**config.mk**
```make
export PLATFORM = sky130hd
export DESIGN_NAME = sci2_rx
export DESIGN_NICKNAME = d
export VERILOG_FILES = /design/src/rtl/sci2_rx.sv
export SDC_FILE = /design/constraint.sdc
export NUM_CORES = 1
export LEC_CHECK = 0
export CORE_MARGIN = 3
export CORE_UTILIZATION = 48
export DETAILED_ROUTE_END_ITERATION = 8
export MAX_ROUTING_LAYER = met4
export PLACE_DENSITY = 0.7
export SETUP_SLACK_MARGIN = 0.02
export SKIP_CTS_REPAIR_TIMING = 1
export SLEW_MARGIN = 0
export SYNTH_ARGS = -nofsm -noshare
export SYNTH_HDL_FRONTEND = slang
export SYNTH_SLANG_ARGS = --single-unit
```
**constraint.sdc**
```tcl
create_clock -name clk -period 4.4 [get_ports clk]
set_input_delay 0.88 -clock clk [delete_from_list [all_inputs] [get_ports clk]]
set_output_delay 0.88 -clock clk [all_outputs]
set_load 0.03 [all_outputs]
```
**src/rtl/sci2_rx.sv**
```systemverilog
// SCI2 serial receiver: synchronises the serial clock/data, deframes 13-bit
// words, checks parity/stop/sequence and groups words into command frames.
module sci2_rx #(
    parameter int unsigned W_DATA    = 9,
    parameter int unsigned W_ADDR    = 5,
    parameter int unsigned MAX_WORDS = 5,
    parameter int unsigned IDLE_BITS = 2,
    parameter int unsigned TIMEOUT   = 256,
    parameter logic        MARK_CMD  = 1'b1
) (
    input  logic              clk,
    input  logic              rst,
    input  logic [W_ADDR-1:0] chip_addr,
    input  logic              sci_clk,
    input  logic              sci_data,
    output logic              word_valid,
    output logic [W_DATA-1:0] word_data,
    output logic              word_mark,
    output logic [2:0]        word_index,
    output logic [2:0]        word_err,
    output logic              frame_done,
    output logic [2:0]        frame_words,
    output logic              frame_err,
    output logic              frame_hit,
    output logic              rx_busy
);

    localparam int unsigned W_BIT  = $clog2(W_DATA);
    localparam int unsigned W_IDLE = $clog2(IDLE_BITS + 1);
    localparam int unsigned W_TMO  = $clog2(TIMEOUT + 1);
    localparam int unsigned W_CNT  = 3;
    localparam logic [2:0]  IDX_NONE = 3'd7;

    typedef enum logic [2:0] {
        S_IDLE,
        S_DATA,
        S_MARK,
        S_PAR,
        S_STOP
    } state_e;

    // Two-flop synchronisers plus an extra clock stage for rising-edge detect
    logic clk_s1_q, clk_s2_q, clk_s3_q;
    logic dat_s1_q, dat_s2_q;

    // Synchroniser chain; idles high out of reset
    always_ff @(posedge clk) begin
        if (rst) begin
            clk_s1_q <= 1'b1;
            clk_s2_q <= 1'b1;
            clk_s3_q <= 1'b1;
            dat_s1_q <= 1'b1;
            dat_s2_q <= 1'b1;
        end else begin
            clk_s1_q <= sci_clk;
            clk_s2_q <= clk_s1_q;
            clk_s3_q <= clk_s2_q;
            dat_s1_q <= sci_data;
            dat_s2_q <= dat_s1_q;
        end
    end

    logic sample_c;
    logic bit_c;
    assign sample_c = clk_s2_q & ~clk_s3_q;
    assign bit_c    = dat_s2_q;

    state_e              state_q, state_d;
    logic [W_BIT-1:0]    bit_cnt_q, bit_cnt_d;
    logic [W_IDLE-1:0]   idle_cnt_q, idle_cnt_d;
    logic [W_TMO-1:0]    tmo_cnt_q, tmo_cnt_d;
    logic [W_DATA-1:0]   shift_q, shift_d;
    logic                mark_bit_q, mark_bit_d;
    logic                par_bit_q, par_bit_d;
    logic                frame_open_q, frame_open_d;
    logic [W_CNT-1:0]    frame_cnt_q, frame_cnt_d;
    logic                frame_acc_q, frame_acc_d;
    logic                hit_q, hit_d;

    logic                word_valid_q, word_valid_d;
    logic [W_DATA-1:0]   word_data_q, word_data_d;
    logic                word_mark_q, word_mark_d;
    logic [2:0]          word_index_q, word_index_d;
    logic [2:0]          word_err_q, word_err_d;
    logic                frame_done_q, frame_done_d;
    logic [2:0]          frame_words_q, frame_words_d;
    logic                frame_err_q, frame_err_d;
    logic                frame_hit_q, frame_hit_d;
    logic                rx_busy_q, rx_busy_d;

    logic                timeout_c;
    logic                is_cmd_c;
    logic                seq_c;
    logic                par_err_c;
    logic                stop_err_c;
    logic [2:0]          idx_c;
    logic [2:0]          err_c;

    // Next-state, deframing, word checks and frame bookkeeping
    always_comb begin
        state_d       = state_q;
        bit_cnt_d     = bit_cnt_q;
        idle_cnt_d    = idle_cnt_q;
        tmo_cnt_d     = tmo_cnt_q;
        shift_d       = shift_q;
        mark_bit_d    = mark_bit_q;
        par_bit_d     = par_bit_q;
        frame_open_d  = frame_open_q;
        frame_cnt_d   = frame_cnt_q;
        frame_acc_d   = frame_acc_q;
        hit_d         = hit_q;
        word_valid_d  = 1'b0;
        word_data_d   = word_data_q;
        word_mark_d   = word_mark_q;
        word_index_d  = word_index_q;
        word_err_d    = word_err_q;
        frame_done_d  = 1'b0;
        frame_words_d = frame_words_q;
        frame_err_d   = frame_err_q;
        frame_hit_d   = frame_hit_q;
        is_cmd_c      = (mark_bit_q == MARK_CMD);
        seq_c         = 1'b0;
        par_err_c     = ~(^{shift_q, mark_bit_q, par_bit_q});
        stop_err_c    = ~bit_c;
        idx_c         = IDX_NONE;
        err_c         = 3'b000;

        // Watchdog only runs inside a word; any sample restarts it
        if (state_q == S_IDLE || sample_c) begin
            tmo_cnt_d = '0;
        end else begin
            tmo_cnt_d = tmo_cnt_q + W_TMO'(1);
        end
        timeout_c = (state_q != S_IDLE) && !sample_c &&
                    (tmo_cnt_q == W_TMO'(TIMEOUT - 1));

        case (state_q)
            S_IDLE: begin
                if (sample_c) begin
                    if (!bit_c) begin
                        state_d   = S_DATA;
                        bit_cnt_d = '0;
                    end else if (idle_cnt_q < W_IDLE'(IDLE_BITS)) begin
                        idle_cnt_d = idle_cnt_q + W_IDLE'(1);
                        if (idle_cnt_d == W_IDLE'(IDLE_BITS) && frame_open_q) begin
                            frame_done_d  = 1'b1;
                            frame_words_d = frame_cnt_q;
                            frame_err_d   = frame_acc_q;
                            frame_hit_d   = hit_q;
                            frame_open_d  = 1'b0;
                        end
                    end
                end
            end
            S_DATA: begin
                if (sample_c) begin
                    shift_d   = {bit_c, shift_q[W_DATA-1:1]};
                    bit_cnt_d = bit_cnt_q + W_BIT'(1);
                    if (bit_cnt_q == W_BIT'(W_DATA - 1)) begin
                        state_d = S_MARK;
                    end
                end
            end
            S_MARK: begin
                if (sample_c) begin
                    mark_bit_d = bit_c;
                    state_d    = S_PAR;
                end
            end
            S_PAR: begin
                if (sample_c) begin
                    par_bit_d = bit_c;
                    state_d   = S_STOP;
                end
            end
            S_STOP: begin
                if (sample_c) begin
                    state_d    = S_IDLE;
                    idle_cnt_d = '0;
                    // Classify the word against the current frame state
                    if (is_cmd_c) begin
                        if (frame_open_q) begin
                            frame_done_d  = 1'b1;
                            frame_words_d = frame_cnt_q;
                            frame_err_d   = 1'b1;
                            frame_hit_d   = hit_q;
                            seq_c         = 1'b1;
                        end
                        frame_open_d = 1'b1;
                        frame_cnt_d  = W_CNT'(1);
                        hit_d        = (shift_q[W_ADDR-1:0] == chip_addr) | shift_q[W_ADDR];
                        idx_c        = 3'd0;
                    end else if (!frame_open_q) begin
                        seq_c = 1'b1;
                    end else if (frame_cnt_q < W_CNT'(MAX_WORDS)) begin
                        idx_c       = frame_cnt_q;
                        frame_cnt_d = frame_cnt_q + W_CNT'(1);
                    end else begin
                        seq_c = 1'b1;
                    end
                    err_c = {seq_c, stop_err_c, par_err_c};
                    if (is_cmd_c) begin
                        frame_acc_d = |err_c;
                    end else if (frame_open_q) begin
                        frame_acc_d = frame_acc_q | (|err_c);
                    end
                    word_valid_d = 1'b1;
                    word_data_d  = shift_q;
                    word_mark_d  = mark_bit_q;
                    word_index_d = idx_c;
                    word_err_d   = err_c;
                end
            end
            default: state_d = S_IDLE;
        endcase

        // Lost serial clock mid-word: drop the word and any open frame
        if (timeout_c) begin
            state_d = S_IDLE;
            if (frame_open_q) begin
                frame_done_d  = 1'b1;
                frame_words_d = frame_cnt_q;
                frame_err_d   = 1'b1;
                frame_hit_d   = hit_q;
                frame_open_d  = 1'b0;
            end
        end

        rx_busy_d = (state_d != S_IDLE) || frame_open_d;
    end

    // State and output registers
    always_ff @(posedge clk) begin
        if (rst) begin
            state_q       <= S_IDLE;
            bit_cnt_q     <= '0;
            idle_cnt_q    <= '0;
            tmo_cnt_q     <= '0;
            shift_q       <= '0;
            mark_bit_q    <= 1'b0;
            par_bit_q     <= 1'b0;
            frame_open_q  <= 1'b0;
            frame_cnt_q   <= '0;
            frame_acc_q   <= 1'b0;
            hit_q         <= 1'b0;
            word_valid_q  <= 1'b0;
            word_data_q   <= '0;
            word_mark_q   <= 1'b0;
            word_index_q  <= IDX_NONE;
            word_err_q    <= 3'b000;
            frame_done_q  <= 1'b0;
            frame_words_q <= 3'd0;
            frame_err_q   <= 1'b0;
            frame_hit_q   <= 1'b0;
            rx_busy_q     <= 1'b0;
        end else begin
            state_q       <= state_d;
            bit_cnt_q     <= bit_cnt_d;
            idle_cnt_q    <= idle_cnt_d;
            tmo_cnt_q     <= tmo_cnt_d;
            shift_q       <= shift_d;
            mark_bit_q    <= mark_bit_d;
            par_bit_q     <= par_bit_d;
            frame_open_q  <= frame_open_d;
            frame_cnt_q   <= frame_cnt_d;
            frame_acc_q   <= frame_acc_d;
            hit_q         <= hit_d;
            word_valid_q  <= word_valid_d;
            word_data_q   <= word_data_d;
            word_mark_q   <= word_mark_d;
            word_index_q  <= word_index_d;
            word_err_q    <= word_err_d;
            frame_done_q  <= frame_done_d;
            frame_words_q <= frame_words_d;
            frame_err_q   <= frame_err_d;
            frame_hit_q   <= frame_hit_d;
            rx_busy_q     <= rx_busy_d;
        end
    end

    assign word_valid  = word_valid_q;
    assign word_data   = word_data_q;
    assign word_mark   = word_mark_q;
    assign word_index  = word_index_q;
    assign word_err    = word_err_q;
    assign frame_done  = frame_done_q;
    assign frame_words = frame_words_q;
    assign frame_err   = frame_err_q;
    assign frame_hit   = frame_hit_q;
    assign rx_busy     = rx_busy_q;

endmodule

```
==> flow_metrics.env <==
export IMPL_clockBufferDepth=2
export IMPL_internal_power_uw=873.6
export IMPL_initial_utilization_pct=49.97
export IMPL_firstDrtPassIters=4
export IMPL_layout_area_seq_um2=1281
export IMPL_max_slew_margin_pct=37.89
export IMPL_clkSlewWorstSetupHoldPaths_ps=70
export IMPL_syn_nets=343
export IMPL_crit_required_ps=4590
export IMPL_numCtsBuffers=9
export IMPL_layout_worst_path_cycle_share_pct=52.14
export IMPL_diodes=0
export IMPL_total_power_uw=1122
export IMPL_detail_route_antenna_nets=0
export IMPL_grt_max_degree=55
export IMPL_htree_num_levels=3
export IMPL_synth_seq_area_share_pct=46.00
export IMPL_synth_edf_count=0
export IMPL_p_comb_share_pct=2.6
export IMPL_dpl_cell_area_um2=3103
export IMPL_grt_pass1_vias=2082
export IMPL_multiInputGateArea_um2=1375
export IMPL_pre_cts_ws_ps=2125
export IMPL_grt_overflow=0
export IMPL_grt_pass1_wl_mm=9.280
export IMPL_core_um2=5574
export IMPL_critPathLaunchType="flop"
export IMPL_syn_avg_cell_area_um2=8.491
export IMPL_vias_per_cell=5.334
export IMPL_fillers=508
export IMPL_pwr_share_seq_pct=52.3
export IMPL_synth_commonest_cells="dfxtp_1 (64), nand2_1 (44), nor2_1 (37)"
export IMPL_final_hold_violation_count=0
export IMPL_synth_most_common_cell="dfxtp_1"
export IMPL_area_delta_synth_final_pct=18.82
export IMPL_vias=2283
export IMPL_synth_area_leaders="dfxtp_1 (46%), a21oi_1 (6.3%), nand2_1 (5.9%)"
export IMPL_ys_types=42
export IMPL_grt_usage_pct=18.30
export IMPL_synth_area_um2=2785
export IMPL_fin_area_um2=3309
export IMPL_synth_top_area_cell="dfxtp_1"
export IMPL_root_buffer="clkbuf_8"
export IMPL_synth_flop_cell="dfxtp_1"
export IMPL_crit_type="reg -> reg"
export IMPL_tritoncts="yes"
export IMPL_die_area_um2=6753
export IMPL_rsz0062_at_grt="no"
export IMPL_ys_async_sr_fraction_pct=0
export IMPL_timing_hold_ws_ps=419.3
export IMPL_final_max_slew_viol_count=0
export IMPL_drtIter0Drc=147
export IMPL_die_x_um=82.18
export IMPL_status="finished, final reports clean"
export IMPL_fin_tns_setup_ps=0
export IMPL_drive_above_1_share_pct=7.865
export IMPL_gp_congestion=0.7861
export IMPL_p_leak_uw=0.001156
export IMPL_path_max_fanout=5
export IMPL_synth_top_area_share_pct=46.00
export IMPL_drc=0
export IMPL_p_clk_share_pct=45.1
export IMPL_num_io_pins=33
export IMPL_ir_drop_mv=0.2403
export IMPL_synth_seq_cells=64
export IMPL_setup_viol=0
export IMPL_yosys_warnings=0
export IMPL_powerDensity_nw_per_um2=338.9
export IMPL_insertion_delay_ps=340
export IMPL_die_h_um=82.18
export IMPL_synth_cells=328
export IMPL_setup_ws_ps=2106
export IMPL_endpoint_kind="flop"
export IMPL_antenna_found_initial=0
export IMPL_port_buffers=32
export IMPL_nNetsFinal=366
export IMPL_detail_route_wirelength_mm=5.385
export IMPL_arrival_ps=2480
export IMPL_worst_slew_pin_slew_ps=931.7
export IMPL_dp_hpwl_mm=3.597
export IMPL_post_drt_wl_per_cell_um=12.58
export IMPL_max_freq_ghz=0.4359
export IMPL_fin_skew_ps=9.808
export IMPL_period_minus_slack_ps=2294
export IMPL_drv_cap=0
export IMPL_cts_sinks=64
export IMPL_hold_path_class="reg -> reg"
export IMPL_rows=27
export IMPL_p_switching_uw=247.9
export IMPL_power_switching_share_pct=22.11
-- metrics by stage --
| step | instances | utilization (%) |
|---|---|---|
| 2_1_floorplan | 328 | - |
| 3_3_place_gp | 412 | 55.67 |
| 3_5_place_dp | 412 | 55.67 |
| 4_1_cts | 428 | 59.37 |
| 5_1_grt | 428 | 59.37 |
| 6_report | 428 | 59.37 |
-- placed cells by master (no fill, tap or decap), types with 2 or more instances in the layout --
| cell type | synthesis | final |
|---|---|---|
| nand2b_1 | 7 | 7 |
| a21oi_1 | 35 | 35 |
| dfxtp_1 | 64 | 64 |
| nor3_1 | 10 | 10 |
| nand2_1 | 44 | 44 |
| a311oi_1 | 2 | 2 |
| mux2i_1 | 7 | 7 |
| xor2_1 | 9 | 9 |
| nand3_1 | 16 | 16 |
| or2_2 | 6 | 6 |
| a31oi_1 | 3 | 3 |
| a211o_1 | 3 | 3 |
| nand4b_1 | 2 | 2 |
| o21ai_0 | 3 | 3 |
| xnor2_1 | 14 | 14 |
| nor2b_1 | 3 | 3 |
| a211oi_1 | 4 | 4 |
| ha_1 | 6 | 6 |
| nor2_1 | 37 | 37 |
| inv_1 | 11 | 11 |
| nand4_1 | 3 | 3 |
| clkdlybuf4s50_1 | 0 | 31 |
| clkinv_4 | 0 | 3 |
| and3_1 | 2 | 2 |
| clkbuf_8 | 0 | 10 |
-- cell type report --
class	count	area share, %
Clock buffer	10	4.159
Timing Repair Buffer	32	9.527
Multi-Input combinational cell	233	41.55
Tap cell	72	2.722
Sequential cell	64	38.71
Clock inverter	6	2.079
Inverter	11	1.248
-- per-layer routing --
metal / up-vias / track usage [%] / share of wire (%)
met5: - / - / 0
met4: 0 / 9.468 / 1.7
met3: 11 / 4.013 / 2.9
met2: 34 / 27.38 / 46
met1: 1071 / 23.19 / 50
li1: 1167 / - / -
-- worst max-delay path, cell delays in order (launching register included) --
cell and delay [ps]:
dfxtp_1 370, ha_1 200, nand3_1 110, nor2_1 180, and3_1 180, ha_1 210, inv_1 90, nor3_1 340
o21ai_2 200, mux2i_1 200, nor2_1 50
-- worst paths after layout --
check                                                 end  depth (start not counted)                    start  slack, ps
worst max-delay path            frame_words[1]$_SDFF_PP0_                         10  tmo_cnt_q[0]$_SDFF_PP0_       2110
worst max register to register  frame_words[1]$_SDFF_PP0_                         10  tmo_cnt_q[0]$_SDFF_PP0_       2110
worst min-delay path                     bit_c$_SDFF_PP1_                          1      dat_s1_q$_SDFF_PP1_        420
worst min register to register           bit_c$_SDFF_PP1_                          1      dat_s1_q$_SDFF_PP1_        420
-- state kept, by name, summed over array words and instances (netlist names), 2 cells and up --
name	count
shift_q	9
tmo_cnt_q	9
word_data	9
bit_cnt_q	4
frame_cnt_q	3
frame_words	3
state_q	3
word_err	3
word_index	3
idle_cnt_q	2
-- cells by family after synthesis --
| kind of cell | count (synthesis) | synth area share, % |
|---|---|---|
| AO/OA/AOI/OAI | 59 | 13.12 |
| XOR/XNOR | 23 | 7.233 |
| adder cells (fa/ha/maj) | 6 | 2.695 |
| buffers and inverters | 31 | 4.627 |
| flip-flops | 64 | 46.00 |
| multiplexers | 8 | 2.920 |
| AND/OR/NAND/NOR | 137 | 23.41 |
-- power by group through the flow --
stage          combinational (µW)  clock (µW)  sequential (µW)
3_5_place_dp                 29.1           0              600
4_1_cts                      29.3         521              586
5_1_grt                      31.9         546              587
2_1_floorplan                20.1           0              598
3_3_place_gp                 28.9           0              600
6_report                     29.0         506              586
Note: power is estimated with default switching activity, not from simulation.
